===== src/rtl/ncpu32k_imem_resp.sv =====
// ncpu32k_imem_resp
//   Responder end of the instruction bus. Accepts fetch commands (valid/ready
//   plus byte address), reads a synchronous instruction memory with 1-cycle
//   latency, and returns {insn, address-as-id} in command order through a
//   DEPTH-entry response FIFO. Supports backpressure and flush.
//
// Ports
//   clk, rst          clock, synchronous active-high reset
//   ibus_cmd_valid    command present
//   ibus_cmd_ready    command accepted this cycle (combinational)
//   ibus_cmd_addr     fetch byte address (word aligned)
//   ibus_flush        drop all buffered and in-flight responses
//   ibus_dout_valid   response present (registered)
//   ibus_dout_ready   consumer takes response this cycle
//   ibus_dout         instruction word (registered FIFO head)
//   ibus_out_id       byte address of the instruction (registered FIFO head)
//   mem_en            memory read strobe (combinational, equals accept)
//   mem_addr          memory word address (combinational)
//   mem_rdata         memory data, valid the cycle after mem_en

module ncpu32k_imem_resp #(
   parameter int unsigned AW    = 32,
   parameter int unsigned IW    = 32,
   parameter int unsigned DEPTH = 2
) (
   input  logic          clk,
   input  logic          rst,
   input  logic          ibus_cmd_valid,
   output logic          ibus_cmd_ready,
   input  logic [AW-1:0] ibus_cmd_addr,
   input  logic          ibus_flush,
   output logic          ibus_dout_valid,
   input  logic          ibus_dout_ready,
   output logic [IW-1:0] ibus_dout,
   output logic [AW-1:0] ibus_out_id,
   output logic          mem_en,
   output logic [AW-3:0] mem_addr,
   input  logic [IW-1:0] mem_rdata
);

   localparam int unsigned PW = (DEPTH > 1) ? $clog2(DEPTH) : 1;
   localparam int unsigned CW = PW + 1;

   // FIFO bookkeeping and the read in flight
   logic [PW-1:0] rd_ptr;
   logic [PW-1:0] wr_ptr;
   logic [CW-1:0] cnt;
   logic          pend_vld;
   logic [AW-1:0] pend_addr;

   // FIFO storage (contents are don't-care until written)
   logic [AW-1:0] fifo_addr [DEPTH];
   logic [IW-1:0] fifo_insn [DEPTH];

   // Registered response outputs
   logic          dout_valid_q;
   logic [IW-1:0] dout_q;
   logic [AW-1:0] id_q;

   // Next-state signals
   logic          pop;
   logic          acc;
   logic          push;
   logic [CW-1:0] occ;
   logic [PW-1:0] rd_ptr_nxt;
   logic [PW-1:0] wr_ptr_nxt;
   logic [CW-1:0] cnt_nxt;
   logic [IW-1:0] head_insn_nxt;
   logic [AW-1:0] head_addr_nxt;

   // Handshakes; pop term lets a full FIFO accept while draining
   always_comb begin
      pop            = ibus_dout_valid & ibus_dout_ready;
      occ            = cnt + CW'(pend_vld);
      ibus_cmd_ready = ~rst & ~ibus_flush & ((occ < CW'(DEPTH)) | pop);
      acc            = ibus_cmd_valid & ibus_cmd_ready;
      push           = pend_vld;
      mem_en         = acc;
      mem_addr       = ibus_cmd_addr[AW-1:2];
   end

   // Pointer/count update and the head value to present next cycle
   always_comb begin
      rd_ptr_nxt    = rd_ptr + PW'(pop);
      wr_ptr_nxt    = wr_ptr + PW'(push);
      cnt_nxt       = cnt + CW'(push) - CW'(pop);
      head_insn_nxt = fifo_insn[rd_ptr_nxt];
      head_addr_nxt = fifo_addr[rd_ptr_nxt];
      // Entry being written this cycle becomes the head: bypass into the output register
      if (push && (wr_ptr == rd_ptr_nxt)) begin
         head_insn_nxt = mem_rdata;
         head_addr_nxt = pend_addr;
      end
   end

   // Control state and output registers
   always_ff @(posedge clk) begin
      if (rst) begin
         rd_ptr       <= '0;
         wr_ptr       <= '0;
         cnt          <= '0;
         pend_vld     <= 1'b0;
         pend_addr    <= '0;
         dout_valid_q <= 1'b0;
         dout_q       <= '0;
         id_q         <= '0;
      end else if (ibus_flush) begin
         rd_ptr       <= '0;
         wr_ptr       <= '0;
         cnt          <= '0;
         pend_vld     <= 1'b0;
         dout_valid_q <= 1'b0;
      end else begin
         rd_ptr       <= rd_ptr_nxt;
         wr_ptr       <= wr_ptr_nxt;
         cnt          <= cnt_nxt;
         pend_vld     <= acc;
         dout_valid_q <= (cnt_nxt != '0);
         dout_q       <= head_insn_nxt;
         id_q         <= head_addr_nxt;
         if (acc) begin
            pend_addr <= ibus_cmd_addr;
         end
      end
   end

   // FIFO storage write; a write during flush/reset is harmless since pointers clear
   always_ff @(posedge clk) begin
      if (push) begin
         fifo_addr[wr_ptr] <= pend_addr;
         fifo_insn[wr_ptr] <= mem_rdata;
      end
   end

   always_comb begin
      ibus_dout_valid = dout_valid_q;
      ibus_dout       = dout_q;
      ibus_out_id     = id_q;
   end

`ifdef NCPU_ENABLE_ASSERT
   always_ff @(posedge clk) begin
      if (!rst) begin
         if (acc && (ibus_cmd_addr[1:0] != 2'b00)) begin
            $fatal(1, "ncpu32k_imem_resp: unaligned fetch address %h", ibus_cmd_addr);
         end
         if (occ > CW'(DEPTH)) begin
            $fatal(1, "ncpu32k_imem_resp: occupancy %0d exceeds DEPTH", occ);
         end
      end
   end
`endif

endmodule


===== config.mk =====
export PLATFORM = sky130hd
export DESIGN_NAME = ncpu32k_imem_resp
export DESIGN_NICKNAME = d
export VERILOG_FILES = /design/src/rtl/ncpu32k_imem_resp.sv
export SDC_FILE = /design/constraint.sdc
export NUM_CORES = 1
export LEC_CHECK = 0
export ABC_CLOCK_PERIOD_IN_PS = 2140
export CORE_MARGIN = 10
export CORE_UTILIZATION = 51
export CTS_CLUSTER_SIZE = 20
export DETAILED_ROUTE_END_ITERATION = 7
export DONT_BUFFER_PORTS = 1
export PLACE_DENSITY = 0.69
export REMOVE_ABC_BUFFERS = 1
export SLEW_MARGIN = 25
export SYNTH_ARGS = -nofsm -noshare
export SYNTH_HDL_FRONTEND = slang
export SYNTH_SLANG_ARGS = --single-unit

===== constraint.sdc =====
create_clock -name clk -period 2.14 [get_ports clk]
set_input_delay 0.428 -clock clk [delete_from_list [all_inputs] [get_ports clk]]
set_output_delay 0.428 -clock clk [all_outputs]
set_load 0.005 [all_outputs]

==> flow_summary.json <==
{
  "crit_slowest_cell": "dfxtp_2",
  "cap_violations": 0,
  "start_kind": "register",
  "netlist_area_sq_mm": 0.0100,
  "vias": 6191,
  "synth_seq_cells": 230,
  "crit_type": "reg2out",
  "cts_made_buffers": 24,
  "slowest_delay_ns": 0.33,
  "wirelength_um": 24500,
  "first_pass_iters": 5,
  "gp_congestion": 0.767,
  "worstPathArrival_ns": 1.65,
  "ant_nets": 0,
  "ys.warnings.count": 0,
  "antenna_cells": 0,
  "die_w_um": 160,
  "dieArea_sq_mm": 0.0256,
  "via_per_inst": 5.96,
  "max_slew.worst_pin.slew_ns": 0.613,
  "dieHeight_um": 160,
  "cts_num_sinks": 230,
  "hold_viol": 0,
  "std_cell_rows": 51,
  "grt_overflow_total": 0,
  "post-route-period-util_pct": 97.2,
  "clk_latency_ns": 0.50,
  "ioPinCount": 166,
  "ir_drop_uv": 542,
  "wl_per_cell_um": 23.6,
  "cp-end-kind": "primary output",
  "nFillCells": 1585,
  "final_nets": 828,
  "synth_cell_type_count": 27,
  "placed_area_sq_mm": 0.0101,
  "drive_gt1_share_pct": 16.7,
  "fin_area_sq_mm": 0.0113,
  "cts_tree": "yes",
  "timing.fmax_ghz": 0.481,
  "setup_viol": 0,
  "fin_crit_ns": 2.08,
  "outcome": "complete, no violations",
  "synth_cells": 775,
  "drt_iter0_drc": 414,
  "start_util_pct": 51.6,
  "skew_ns": 0.00815,
  "dp_hpwl_um": 13300,
  "drcViolationCount": 0,
  "ff2ff_path_depth": 10,
  "clkTransAtPathRegs_ns": 0.06,
  "final_cells": 1039,
  "max_slew_margin_pct": 59.1,
  "core_region_area_sq_mm": 0.0194,
  "area_delta_synth_final_pct": 12.8,
  "root_buffer": "clkbuf_16",
  "seq_area_frac_synth_pct": 58.8,
  "grt_start_max_net_pins": 139,
  "power_density_mw_per_mm2": 823,
  "min_path_type": "in2reg",
  "clockBufferDepth": 3,
  "worstPathRequired_ns": 1.71,
  "first_global_vias": 6385,
  "crit_fanout": 5,
  "grt.total_usage_pct": 17.9,
  "syn_avg_cell_area_sq_um": 12.9,
  "place_inst": 956,
  "p_leak_nw": 3.92,
  "fin_util_pct": 58.2,
  "slew_violations": 0,
  "io_buffers": 0,
  "rsz0062_at_grt": "false",
  "grt_pass1_wl_um": 37400,
  "hold_depth": 0,
  "path_cells": "ha_4, xnor2_1, buf_4, o211ai_4, inv_4, buf_12",
  "h-tree-depth": 1,
  "antenna_found_initial": 0
}
[sequential cells by signal (all words and copies together), names as in the netlist]
signal	cells
fifo_addr	64
fifo_insn	64
ibus_dout	32
ibus_out_id	32
pend_addr	32
cnt	2
ibus_dout_valid	1
pend_vld	1
rd_ptr	1
wr_ptr	1
[metal layers]
metal	track usage, %	wire length (um)
met1	22.3	10000
met2	29.9	11900
met3	5.63	2150
met4	3.80	371
met5	0	0
[area by class of cell]
type / count / area (sq um) / share of cell area [%]
well taps: 265 / 332 / 2.94
inverters: 3 / 13.8 / 0.122
flip-flops and latches: 230 / 5890 / 52.2
clock buffers: 36 / 677 / 6.00
multi-input cells: 437 / 3570 / 31.6
repair buffers: 60 / 773 / 6.85
clock inverters: 8 / 37.5 / 0.333
[metrics by stage]
stage	worst slack, ns	power [W]	hold WS (ns)	setup TNS [ns]
detailed placement	0.352	0.00552	0.457	0
finish	0.0598	0.00929	0.0206	0
CTS	0.0115	0.00937	0.0000141	0
floorplan	-3.65	0.00533	0.439	-452.88
global route	0.0100	0.00962	0.000100	0
global placement	0.375	0.00549	0.446	0
[cell families (layout without fill, tap and decap cells)]
kind of cell | count (synthesis) | in the layout | share of synthesized area (%)
AOI/OAI and AO/OA | 98 | 98 | 11.9
xor gates and xnor gates | 6 | 6 | 0.600
adders and majority gates | 3 | 3 | 0.375
buffers and inverters | 108 | 107 | 6.29
DFF | 230 | 230 | 58.8
muxes | 64 | 64 | 6.40
and+or+nand+nor | 266 | 266 | 15.7
[synth_stat cells]
cell / n / area (sq um)
and2_1: 2 / 12.5
xnor2_1: 3 / 26.3
nand3_1: 63 / 315
inv_1: 3 / 11.3
nor3b_1: 63 / 473
buf_1: 9 / 33.8
o211ai_2: 1 / 12.5
nand4_1: 1 / 6.26
buf_2: 7 / 35.0
xnor2_2: 1 / 16.3
mux2i_1: 64 / 641
buf_4: 31 / 233
a21oi_1: 33 / 165
clkbuf_1: 44 / 165
nor2b_1: 1 / 6.26
nand2_1: 64 / 240
or2_2: 1 / 6.26
o311ai_2: 60 / 976
ha_1: 3 / 37.5
edfxtp_1: 128 / 3840
o311ai_1: 4 / 35.0
xor2_1: 2 / 17.5
dfxtp_1: 102 / 2040
clkbuf_2: 1 / 5.00
nor2_1: 7 / 26.3
nand3b_1: 64 / 480
buf_6: 13 / 146
[worst max-delay path: cells and delay by family (launching register included)]
kind	cells	cell delay (ns)
AOI/OAI and AO/OA	1	0.21
xor gates and xnor gates	1	0.11
adders and majority gates	1	0.15
buffers and inverters	3	0.34
DFF	1	0.33
[power breakdown]
part / switching, W / total [W] / internal, W / leakage [nW]
combinational: 0.000304 / 0.000586 / 0.000283 / 1.62
sequential: 0.000110 / 0.00492 / 0.00481 / 1.95
clock: 0.00161 / 0.00378 / 0.00218 / 0.345
[final timing paths]
| kind | from | end | slack [ns] |
|---|---|---|---|
| worst max-delay path | pend_vld | mem_en | 0.06 |
| worst min-delay path | mem_rdata[9] | fifo_insn[0][9] | 0.02 |
| worst max register to register | pend_vld | pend_addr[17] | 0.28 |
| worst min register to register | pend_addr[18] | fifo_addr[0][18] | 0.47 |
[cell usage in the layout, fill, tap and decap left out, types with 2 or more instances in the layout]
cell and count:
edfxtp_1 128, dfxtp_1 101, mux2i_1 64, nand3b_1 64, nand2_1 64, nor3b_1 63
nand3_1 63, o311ai_2 60, a21oi_1 33, dlygate4sd3_1 32, clkbuf_16 26, buf_12 14
buf_4 11, clkbuf_1 10, nor2_1 7, o311ai_1 4, clkinv_1 4, ha_4 3
clkinv_2 3, inv_1 2, xnor2_1 2, and2_4 2, xor2_1 2, bufbuf_16 2
[timing repair]
action | CTS | global route
hold buffers | 19 | 13
pin swaps | 1 | 1
setup endpoints to repair | 1 | 1
gates resized for setup | 4 | 2
endpoints found under the hold margin | 28 | 24
buffers inserted | 2 | 2
gates cloned | 2 | 1
Power figures use the tool's default switching activity.
